<file path="config.mk">
export PLATFORM = sky130hd
export DESIGN_NAME = uart_tx_arbiter_flat
export DESIGN_NICKNAME = d
export VERILOG_FILES = /design/src/rtl/uart_tx_arbiter_if.sv /design/src/rtl/uart_tx_arbiter.sv /design/src/flat_wrapper.sv
export SDC_FILE = /design/constraint.sdc
export NUM_CORES = 1
export LEC_CHECK = 0
export BUFFER_PORTS_ARGS = -buffer_cell sky130_fd_sc_hd__buf_2
export CAP_MARGIN = 15
export CORE_UTILIZATION = 49
export CTS_BUF_LIST = sky130_fd_sc_hd__clkbuf_4
export CTS_CLUSTER_DIAMETER = 40
export DETAILED_ROUTE_END_ITERATION = 16
export PLACE_DENSITY = 0.83
export SLEW_MARGIN = 5
export SYNTH_ARGS = -nofsm -noshare
export SYNTH_HDL_FRONTEND = slang
export SYNTH_SLANG_ARGS = --single-unit
</file>
<file path="constraint.sdc">
create_clock -name i_clk -period 2.1 [get_ports i_clk]
set_input_delay 0.105 -clock i_clk [delete_from_list [all_inputs] [get_ports i_clk]]
set_output_delay 0.105 -clock i_clk [all_outputs]
set_load 0.02 [all_outputs]
</file>
<file path="src/rtl/uart_tx_arbiter_if.sv">
// Requester-side and serializer-side signal bundle for the UART TX arbiter.
interface uart_tx_arbiter_if #(
  parameter int unsigned P_REQ_NUM         = 4,
  parameter int unsigned P_UART_DATA_WIDTH = 8
);

  logic [P_REQ_NUM-1:0]                   i_req_valid;
  logic [P_REQ_NUM*P_UART_DATA_WIDTH-1:0] i_req_data;
  logic [P_REQ_NUM-1:0]                   i_req_last;
  logic [P_REQ_NUM-1:0]                   o_req_ready;
  logic                                   o_tx_valid;
  logic [P_UART_DATA_WIDTH-1:0]           o_tx_data;
  logic                                   i_tx_ready;
  logic [P_REQ_NUM-1:0]                   o_grant;
  logic                                   o_busy;
  logic                                   o_timeout;

  // Arbiter side
  modport master (
    input  i_req_valid, i_req_data, i_req_last, i_tx_ready,
    output o_req_ready, o_tx_valid, o_tx_data, o_grant, o_busy, o_timeout
  );

  // Requesters plus serializer side
  modport slave (
    output i_req_valid, i_req_data, i_req_last, i_tx_ready,
    input  o_req_ready, o_tx_valid, o_tx_data, o_grant, o_busy, o_timeout
  );

endinterface

</file>
<file path="src/rtl/uart_tx_arbiter.sv">
// Round-robin, message-locked arbiter sharing one uart_tx between N byte-stream
// requesters. A one-entry holding register breaks the requester-to-UART path.
module uart_tx_arbiter #(
  parameter int unsigned P_REQ_NUM         = 4,
  parameter int unsigned P_UART_DATA_WIDTH = 8,
  parameter int unsigned P_LOCK_TIMEOUT    = 1000
) (
  input logic               i_clk,
  input logic               i_rst,
  uart_tx_arbiter_if.master bus
);

  localparam int unsigned N     = P_REQ_NUM;
  localparam int unsigned W     = P_UART_DATA_WIDTH;
  localparam int unsigned PTR_W = (N > 1) ? $clog2(N) : 1;
  localparam int unsigned CNT_W = 16;

  localparam logic [CNT_W-1:0] CNT_MAX  = '1;
  localparam logic [CNT_W-1:0] TIMEOUT  = CNT_W'(P_LOCK_TIMEOUT);
  localparam logic [PTR_W-1:0] LAST_IDX = PTR_W'(N - 1);

  typedef enum logic [1:0] {S_IDLE, S_LOAD, S_SEND} state_t;

  state_t           state, state_nxt;
  logic [PTR_W-1:0] ptr, ptr_nxt;
  logic [PTR_W-1:0] gidx, gidx_nxt;
  logic [N-1:0]     grant, grant_nxt;
  logic [N-1:0]     ready, ready_nxt;
  logic [CNT_W-1:0] stall, stall_nxt;
  logic [W-1:0]     data, data_nxt;
  logic             last, last_nxt;
  logic             tx_valid, tx_valid_nxt;
  logic             busy, busy_nxt;
  logic             timeout, timeout_nxt;

  logic             found;
  logic [PTR_W-1:0] win;
  int unsigned      cand;
  logic             sel_valid;
  logic             sel_last;
  logic [W-1:0]     sel_data;
  logic [PTR_W-1:0] next_ptr;
  logic [CNT_W-1:0] stall_inc;

  // First valid requester searching upward from ptr, wrapping at N
  always_comb begin
    found = 1'b0;
    win   = '0;
    cand  = 0;
    for (int unsigned i = 0; i < N; i++) begin
      cand = 32'(ptr) + i;
      if (cand >= N) cand = cand - N;
      if (!found && bus.i_req_valid[PTR_W'(cand)]) begin
        found = 1'b1;
        win   = PTR_W'(cand);
      end
    end
  end

  // Granted requester's port, selected by the one-hot grant
  always_comb begin
    sel_valid = |(bus.i_req_valid & grant);
    sel_last  = |(bus.i_req_last & grant);
    sel_data  = '0;
    for (int unsigned k = 0; k < N; k++) begin
      if (grant[k]) sel_data = sel_data | bus.i_req_data[k*W +: W];
    end
  end

  // Helpers: pointer past the current owner, saturating stall increment
  always_comb begin
    next_ptr  = (gidx == LAST_IDX) ? '0 : gidx + PTR_W'(1);
    stall_inc = (stall == CNT_MAX) ? stall : stall + CNT_W'(1);
  end

  // Next-state and registered-output decode
  always_comb begin
    state_nxt   = state;
    ptr_nxt     = ptr;
    gidx_nxt    = gidx;
    grant_nxt   = grant;
    stall_nxt   = stall;
    data_nxt    = data;
    last_nxt    = last;
    timeout_nxt = 1'b0;

    case (state)
      S_IDLE: begin
        if (found) begin
          gidx_nxt  = win;
          grant_nxt = N'(1) << win;
          stall_nxt = '0;
          state_nxt = S_LOAD;
        end
      end
      S_LOAD: begin
        if (sel_valid) begin
          data_nxt  = sel_data;
          last_nxt  = sel_last;
          state_nxt = S_SEND;
        end else begin
          stall_nxt = stall_inc;
          if ((P_LOCK_TIMEOUT != 0) && (stall_inc >= TIMEOUT)) begin
            timeout_nxt = 1'b1;
            ptr_nxt     = next_ptr;
            grant_nxt   = '0;
            state_nxt   = S_IDLE;
          end
        end
      end
      S_SEND: begin
        if (tx_valid && bus.i_tx_ready) begin
          if (last) begin
            ptr_nxt   = next_ptr;
            grant_nxt = '0;
            state_nxt = S_IDLE;
          end else begin
            stall_nxt = '0;
            state_nxt = S_LOAD;
          end
        end
      end
      default: state_nxt = S_IDLE;
    endcase

    // Outputs follow the next state so they line up with it after the edge
    ready_nxt    = (state_nxt == S_LOAD) ? grant_nxt : '0;
    tx_valid_nxt = (state_nxt == S_SEND);
    busy_nxt     = (state_nxt != S_IDLE);
  end

  // State and output registers with synchronous reset
  always_ff @(posedge i_clk) begin
    if (i_rst) begin
      state    <= S_IDLE;
      ptr      <= '0;
      gidx     <= '0;
      grant    <= '0;
      ready    <= '0;
      stall    <= '0;
      data     <= '0;
      last     <= 1'b0;
      tx_valid <= 1'b0;
      busy     <= 1'b0;
      timeout  <= 1'b0;
    end else begin
      state    <= state_nxt;
      ptr      <= ptr_nxt;
      gidx     <= gidx_nxt;
      grant    <= grant_nxt;
      ready    <= ready_nxt;
      stall    <= stall_nxt;
      data     <= data_nxt;
      last     <= last_nxt;
      tx_valid <= tx_valid_nxt;
      busy     <= busy_nxt;
      timeout  <= timeout_nxt;
    end
  end

  assign bus.o_req_ready = ready;
  assign bus.o_tx_valid  = tx_valid;
  assign bus.o_tx_data   = data;
  assign bus.o_grant     = grant;
  assign bus.o_busy      = busy;
  assign bus.o_timeout   = timeout;

endmodule

</file>
<file path="src/flat_wrapper.sv">
// flat-port wrapper written by rule: the top's interface ports become plain ports
module uart_tx_arbiter_flat 
#(
  parameter int unsigned P_REQ_NUM         = 4,
  parameter int unsigned P_UART_DATA_WIDTH = 8,
  parameter int unsigned P_LOCK_TIMEOUT    = 1000
)
  (i_clk, i_rst, bus_i_req_valid, bus_i_req_data, bus_i_req_last, bus_i_tx_ready, bus_o_req_ready, bus_o_tx_valid, bus_o_tx_data, bus_o_grant, bus_o_busy, bus_o_timeout);
  uart_tx_arbiter_if #(.P_REQ_NUM(P_REQ_NUM), .P_UART_DATA_WIDTH(P_UART_DATA_WIDTH)) bus_i ();
  input logic i_clk;
  input logic i_rst;
  input wire logic [$bits(bus_i.i_req_valid)-1:0] bus_i_req_valid;
  input wire logic [$bits(bus_i.i_req_data)-1:0] bus_i_req_data;
  input wire logic [$bits(bus_i.i_req_last)-1:0] bus_i_req_last;
  input wire logic [$bits(bus_i.i_tx_ready)-1:0] bus_i_tx_ready;
  output wire logic [$bits(bus_i.o_req_ready)-1:0] bus_o_req_ready;
  output wire logic [$bits(bus_i.o_tx_valid)-1:0] bus_o_tx_valid;
  output wire logic [$bits(bus_i.o_tx_data)-1:0] bus_o_tx_data;
  output wire logic [$bits(bus_i.o_grant)-1:0] bus_o_grant;
  output wire logic [$bits(bus_i.o_busy)-1:0] bus_o_busy;
  output wire logic [$bits(bus_i.o_timeout)-1:0] bus_o_timeout;
  assign bus_i.i_req_valid = bus_i_req_valid;
  assign bus_i.i_req_data = bus_i_req_data;
  assign bus_i.i_req_last = bus_i_req_last;
  assign bus_i.i_tx_ready = bus_i_tx_ready;
  assign bus_o_req_ready = bus_i.o_req_ready;
  assign bus_o_tx_valid = bus_i.o_tx_valid;
  assign bus_o_tx_data = bus_i.o_tx_data;
  assign bus_o_grant = bus_i.o_grant;
  assign bus_o_busy = bus_i.o_busy;
  assign bus_o_timeout = bus_i.o_timeout;
  uart_tx_arbiter #(.P_REQ_NUM(P_REQ_NUM), .P_UART_DATA_WIDTH(P_UART_DATA_WIDTH), .P_LOCK_TIMEOUT(P_LOCK_TIMEOUT)) u_core (.i_clk(i_clk), .i_rst(i_rst), .bus(bus_i));
endmodule
</file>
==> results of run 1 <==
final cells by class:
| class | count | share of cell area [%] |
|---|---|---|
| inverters | 4 | 0.4323 |
| clock buffers | 5 | 1.081 |
| well taps | 52 | 1.873 |
| multi-input cells | 211 | 47.80 |
| clock inverters | 3 | 0.5764 |
| repair buffers | 122 | 22.73 |
| flip-flops and latches | 42 | 25.50 |
per-stage QoR:
step | util, % | area (um2) | setup slack, ps
final | 78.68 | 3473 | -220.5
after detailed placement | 68.25 | 3013 | -182.2
after CTS | 74.66 | 3296 | -64.07
after global routing | 78.68 | 3473 | -255.7
after global placement | 68.25 | 3013 | -98.46
after floorplan | - | 2392 | 0.06750
registers in the layout, indices dropped and copies added (netlist names):
name	count
u_core.last	1
u_core.gidx	2
u_core.bus.o_req_ready	4
u_core.bus.o_timeout	1
u_core.bus.o_tx_data	8
u_core.stall	16
u_core.bus.o_busy	1
u_core.bus.o_grant	4
u_core.bus.o_tx_valid	1
u_core.state	2
u_core.ptr	2
cell families (layout without fill, tap and decap cells):
group / count (synthesis) / after routing / synth area share (%)
DFF: 42 / 42 / 37.02
muxes: 3 / 3 / 1.322
AOI/OAI and AO/OA: 72 / 72 / 24.46
and+or+nand+nor: 120 / 120 / 27.93
xor gates and xnor gates: 14 / 14 / 5.400
adders and majority gates: 2 / 2 / 1.102
buffers and inverters: 16 / 134 / 2.755
metal layers:
layer	vias up	global-route usage [%]
met5	-	0
met4	0	18.89
met3	60	6.926
met2	211	51.50
met1	1285	35.66
li1	1249	-
synthesized netlist by cell type, types with 6 or more instances:
library cell / count / share of area [%]
a22oi_1: 20 / 6.6
nor3_1: 12 / 2.6
xor2_1: 9 / 3.5
clkbuf_1: 10 / 1.7
nand4_1: 6 / 1.7
dfxtp_1: 42 / 37
nand2_1: 13 / 2.1
a21oi_1: 6 / 1.3
nand3_1: 16 / 3.5
a311oi_1: 10 / 3.9
nor2_1: 48 / 7.9
o21ai_0: 9 / 2.0
power breakdown:
group	leakage [uW]	switching, uW	internal (uW)
registers	0.000352	32.1	830
logic	0.00107	283	175
clock network	0.0000355	302	132
path summary, 6_finish.rpt:
check                                            endpoint  slack, ps  cells past startpoint
worst max register to register  u_core.bus.o_req_ready[1]       -220                      9
worst max-delay path            u_core.bus.o_req_ready[1]       -220                      9
worst min-delay path              u_core.bus.o_tx_data[7]         90                      3
worst min register to register    u_core.bus.o_tx_data[3]        500                      2
worst register-to-register path: cells and delay by family, from the launching register on:
| kind | cells | cell delay (ps) |
|---|---|---|
| compound gates | 1 | 110 |
| buf+inv | 2 | 310 |
| flops | 1 | 400 |
| mux | 1 | 290 |
| simple gates | 5 | 1140 |
timing repair:
item,in CTS,in global routing
setup buffers,12,10
resized for setup,32,21
pin swaps,16,12
hold endpoints to repair,0,0
setup endpoints to repair,13,16
==> summary.md, run 1 <==
| Metric | Value |
|---|---|
| Hold Violations, Final | `0` |
| Leak Pwr | `0.001459 uW` |
| Peak supply drop | `0.4212 mV` |
| CTS tree | `yes` |
| CP startpoint | `u_core.stall[5]` |
| RSZ-0062 raised after global routing | `true` |
| Most common cell after layout, fill and taps aside | `buf_2` |
| Initial core utilization | `51.45%` |
| Crit path top cell by count | `nor4_4` |
| Antenna violations before repair | `0` |
| Core area | `4414 um2` |
| CP Capture Type | `flop` |
| Max-slew violations | `0` |
| Syn. warnings | `0` |
| Slew @ Worst Pin | `483.8 ps` |
| Routed len/inst | `19.75 um` |
| Worst Skew | `19.52 ps` |
| Syn avg cell area | `8.442 um2` |
| Final Net Count | `431` |
| Post-synth top flop | `dfxtp_1` |
| Tcrit/Tclk final | `110.5%` |
| Synthesized instance count | `269` |
| Max layer used | `met4` |
| Sequential share of the synthesized area | `37.02%` |
| Post-synth EDFFs | `0` |
| Area occupied by multi-input gates | `1660 um2` |
| Highest net fanout along the worst path | `3` |
| Crit-path max cell delay | `400 ps` |
| Most frequent cells in the layout | `buf_2, buf_4, nor2_1` |
| Die area | `4911 um2` |
| WL met3 | `744 um` |
| Synthesis-stage register bit count | `42` |
| Number of I/O port buffers | `61` |
| Final WL | `8669 um` |
| Worst EP arrival | `2630 ps` |
| Overall power | `1754 uW` |
| Crit-path cells | `buf_6 -> nand3_4 -> nor4_4 -> mux2i_1 -> nand3_2 -> nor4_4 -> buf_4 -> a41oi_4 -> nor3_2` |
| Placed cells | `410` |
| Clock Latency Late Sink | `380 ps` |
| Worst hold path class | `in -> reg` |
| Largest net degree at the start of global routing | `26` |
| Register area | `885.9 um2` |
| Vias/cell | `6.390` |
| Hold Slack | `90.45 ps` |
| Fin crit period | `2321 ps` |
| CTS Buf Count | `5` |
| CP top delay family | `simple AND/OR/NAND/NOR gates` |
| Placer Congestion | `0.8959` |
| DR vias | `2805` |
| Slew headroom | `67.41%` |
| Cell Count, Final, Fillers Out | `439` |
| N_diodes | `0` |
| H-tree depth | `2` |
| Starting DRT DRC Count | `389` |
| PwrDens | `505.0 nW/um2` |
| Cell Rows | `24` |
| Startpoint types | `flop` |
| Synth-to-Final Area Change | `52.95%` |
| Antenna Nets Post-Route | `0` |
| Slowest stage cell, crit path | `dfxtp_4` |
| Clock Tree Buf Depth | `2` |
| Pre-Repair DR Iteration Count | `5` |
| Failing checks | `negative setup slack` |
| Library cells used by synthesis | `48` |
| Max Cap Violations | `0` |
| Total clock sinks | `42` |
| Die W | `70.08 um` |
| Synth Net Count | `314` |
| Clock Pin Slew Worst Setup and Hold Paths | `150 ps` |
| WL met1 | `3373 um` |
| R2R Path Start | `u_core.stall[5]` |
| Crit path buffers/inverters | `2` |
| FFs w/ async S/R, synth | `0%` |
| # IOs | `62` |
| Hold buffer count at CTS | `0` |
| Synth Cell Area | `2271 um2` |
| Clock root buffer | `clkbuf_4` |
| WP data required | `2410 ps` |
| Fill cell count | `257` |
| Grt ovf | `0` |
| Worst setup margin | `-220.5 ps` |
| Crit Path Category | `reg -> reg` |
| Post-route DRC | `0` |
| Vias in the first global route | `2560` |
| Setup TNS | `-2264 ps` |
| Gr usage total | `30.82%` |
| Met2 routed WL | `4043 um` |
| Max Freq | `0.4309 GHz` |
| Status | `finished with violations` |
| Hold Startpoint | `bus_i_req_data[31]` |
| Die Y | `70.08 um` |
| First-pass GRT wire length | `11910 um` |
| HPWL Detailed | `4761 um` |
| Number of setup violations in the final report | `13` |
| Share of cells above drive strength 1 | `48.58%` |
(Power assumes the default switching activity.)
==> inputs of run 2 (changes only) <==
--- a/config.mk
+++ b/config.mk
@@ -12,6 +12,7 @@
 export CTS_CLUSTER_DIAMETER = 40
 export DETAILED_ROUTE_END_ITERATION = 16
 export PLACE_DENSITY = 0.83
+export SETUP_SLACK_MARGIN = 0.1
 export SLEW_MARGIN = 5
 export SYNTH_ARGS = -nofsm -noshare
 export SYNTH_HDL_FRONTEND = slang
==> run 2 against run 1 <==
Net effect: the run still ends with negative setup slack left; utilization shrank 4.0 points; routed wire length shrank 14%; sequential share of layout area grew 1.5 points; flip-flop and latch count is the same; clock skew shrank 7.8 ps; clock power shrank 4%; critical endpoint is now u_core.bus.o_busy; largest cell class unchanged.
==> summary.md, run 2 (synthesis gave the netlist of run 1 again) <==
| Metric | Value |
|---|---|
| Fill cell count | `294` |
| Placed cells | `409` |
| Slew headroom | `63.93%` |
| Crit Path Category | `reg -> reg` |
| Cell Rows | `24` |
| Clock Tree Buf Depth | `2` |
| Hold Slack | `95.99 ps` |
| Highest net fanout along the worst path | `6` |
| Hold Violations, Final | `0` |
| Hold buffer count at CTS | `0` |
| Max reg flops | `16` |
| Total clock sinks | `42` |
| Gr usage total | `30.05%` |
| Max-slew violations | `0` |
| Worst hold path class | `in -> reg` |
| Most frequent cells in the layout | `buf_2, buf_4, nor2_1` |
| Largest net degree at the start of global routing | `27` |
| Crit path buffers/inverters | `0` |
| # IOs | `62` |
| Grt ovf | `0` |
| Antenna Nets Post-Route | `0` |
| Placer Congestion | `0.8998` |
| CTS tree | `yes` |
| Leak Pwr | `0.001380 uW` |
| Vias in the first global route | `2397` |
| Crit-path max cell delay | `430 ps` |
| Starting DRT DRC Count | `308` |
| Status | `finished with violations` |
| Worst EP arrival | `2480 ps` |
| DR vias | `2747` |
| Peak supply drop | `0.3314 mV` |
| Pre-Repair DR Iteration Count | `8` |
| Post-route DRC | `0` |
| Core area | `4414 um2` |
| Worst setup margin | `-131.2 ps` |
| Failing checks | `negative setup slack` |
| Max Cap Violations | `0` |
| WP depth | `7` |
| First-pass GRT wire length | `11700 um` |
| Reg with most FFs | `u_core.stall` |
| Synth-to-Final Area Change | `45.18%` |
| Cells on Worst Hold Path | `3` |
| RSZ-0062 raised after global routing | `true` |
| Final Net Count | `421` |
| Max Freq | `0.4482 GHz` |
| CTS Buf Count | `5` |
| Slew @ Worst Pin | `541.0 ps` |
| Final WL | `7467 um` |
| Antenna violations before repair | `0` |
| Post-route design area | `3297 um2` |
| Reg2Reg Depth | `7` |
| DP Worst Slack | `-96.29 ps` |
| DP Area | `3008 um2` |
| HPWL Detailed | `4643 um` |
| Clock root buffer | `clkbuf_4` |
| Die W | `70.08 um` |
| Die Y | `70.08 um` |
| WP data required | `2350 ps` |
| Die area | `4911 um2` |
| CP Capture Type | `flop` |
| Tcrit/Tclk final | `106.2%` |
| Number of setup violations in the final report | `12` |
| Crit-path cells | `nand4_4 -> or3_4 -> and3_4 -> nor4_4 -> nand2_2 -> a31oi_4 -> a21oi_1` |
| CP top delay family | `simple AND/OR/NAND/NOR gates` |
| N_diodes | `0` |
| Most common cell after layout, fill and taps aside | `buf_2` |
| PwrDens | `519.1 nW/um2` |
| Final core utilization | `74.69%` |
| Clock Latency Late Sink | `370 ps` |
| Worst Skew | `11.69 ps` |
| H-tree depth | `2` |
| Vias/cell | `6.403` |
| Initial core utilization | `51.45%` |
| Slowest stage cell, crit path | `or3_4` |
| Cell Count, Final, Fillers Out | `429` |
| Number of I/O port buffers | `61` |
| Routed len/inst | `17.41 um` |
| Share of cells above drive strength 1 | `44.56%` |
| Fin crit period | `2231 ps` |
| Startpoint types | `flop` |
| Clock Pin Slew Worst Setup and Hold Paths | `130 ps` |
run 2: cell types whose count changed in the layout (fill, tap and decap cells not counted), sizes merged:
cell / delta
buf: -10
clkbuf: +1
inv: -1
run 2: per-layer routing:
layer | vias up | track usage [%] | part of all wire (%)
met5 | - | 0 | 0
met2 | 196 | 48.29 | 47
met1 | 1277 | 39.56 | 40
met3 | 41 | 5.483 | 10
met4 | 0 | 12.67 | 3.5
li1 | 1233 | - | -
run 2: final timing paths:
check	start	end	slack (ps)
worst min register to register	u_core.bus.o_tx_data[5]	u_core.bus.o_tx_data[5]	500
worst max-delay path	u_core.stall[5]	u_core.bus.o_busy	-130
worst max register to register	u_core.stall[5]	u_core.bus.o_busy	-130
worst min-delay path	bus_i_req_data[26]	u_core.bus.o_tx_data[2]	100
run 2: where the power goes:
group	switching (uW)	leakage, uW	internal, uW	total [uW]
Combinational	265	0.000992	174	439
Sequential	27.8	0.000352	827	855
Clock	273	0.0000356	145	418
Total	566	0.00138	1140	1710
run 2: per-stage QoR:
stage | power, uW | TNS [ps]
global route | 1790 | -2277
global placement | 1280 | -66.92
finish | 1711 | -1111
detailed placement | 1286 | -653.2
CTS | 1693 | -113.3
floorplan | 1126 | 0
run 2: cell type report:
| type | instances | area [um2] | area share (%) |
|---|---|---|---|
| Sequential cell | 42 | 889.6 | 26.98 |
| Multi-Input combinational cell | 211 | 1560 | 47.32 |
| Clock inverter | 2 | 13.76 | 0.4175 |
| Inverter | 4 | 15.01 | 0.4554 |
| Tap cell | 52 | 65.06 | 1.973 |
| Timing Repair Buffer | 112 | 708.2 | 21.48 |
| Clock buffer | 6 | 45.04 | 1.366 |
run 2: worst register-to-register path, stage by stage (launching register included):
cell	delay, ps
dfxtp_4	410
nand4_4	150
or3_4	430
and3_4	180
nor4_4	330
nand2_2	210
a31oi_4	310
a21oi_1	100
run 2: what timing repair did:
action | in CTS | in global routing
pin swaps | 23 | 4
endpoints found under the setup margin | 14 | 15
gates resized for setup | 28 | 4
buffers inserted | 11 | 1
hold endpoints to repair | 0 | 0
gates cloned | 0 | 0
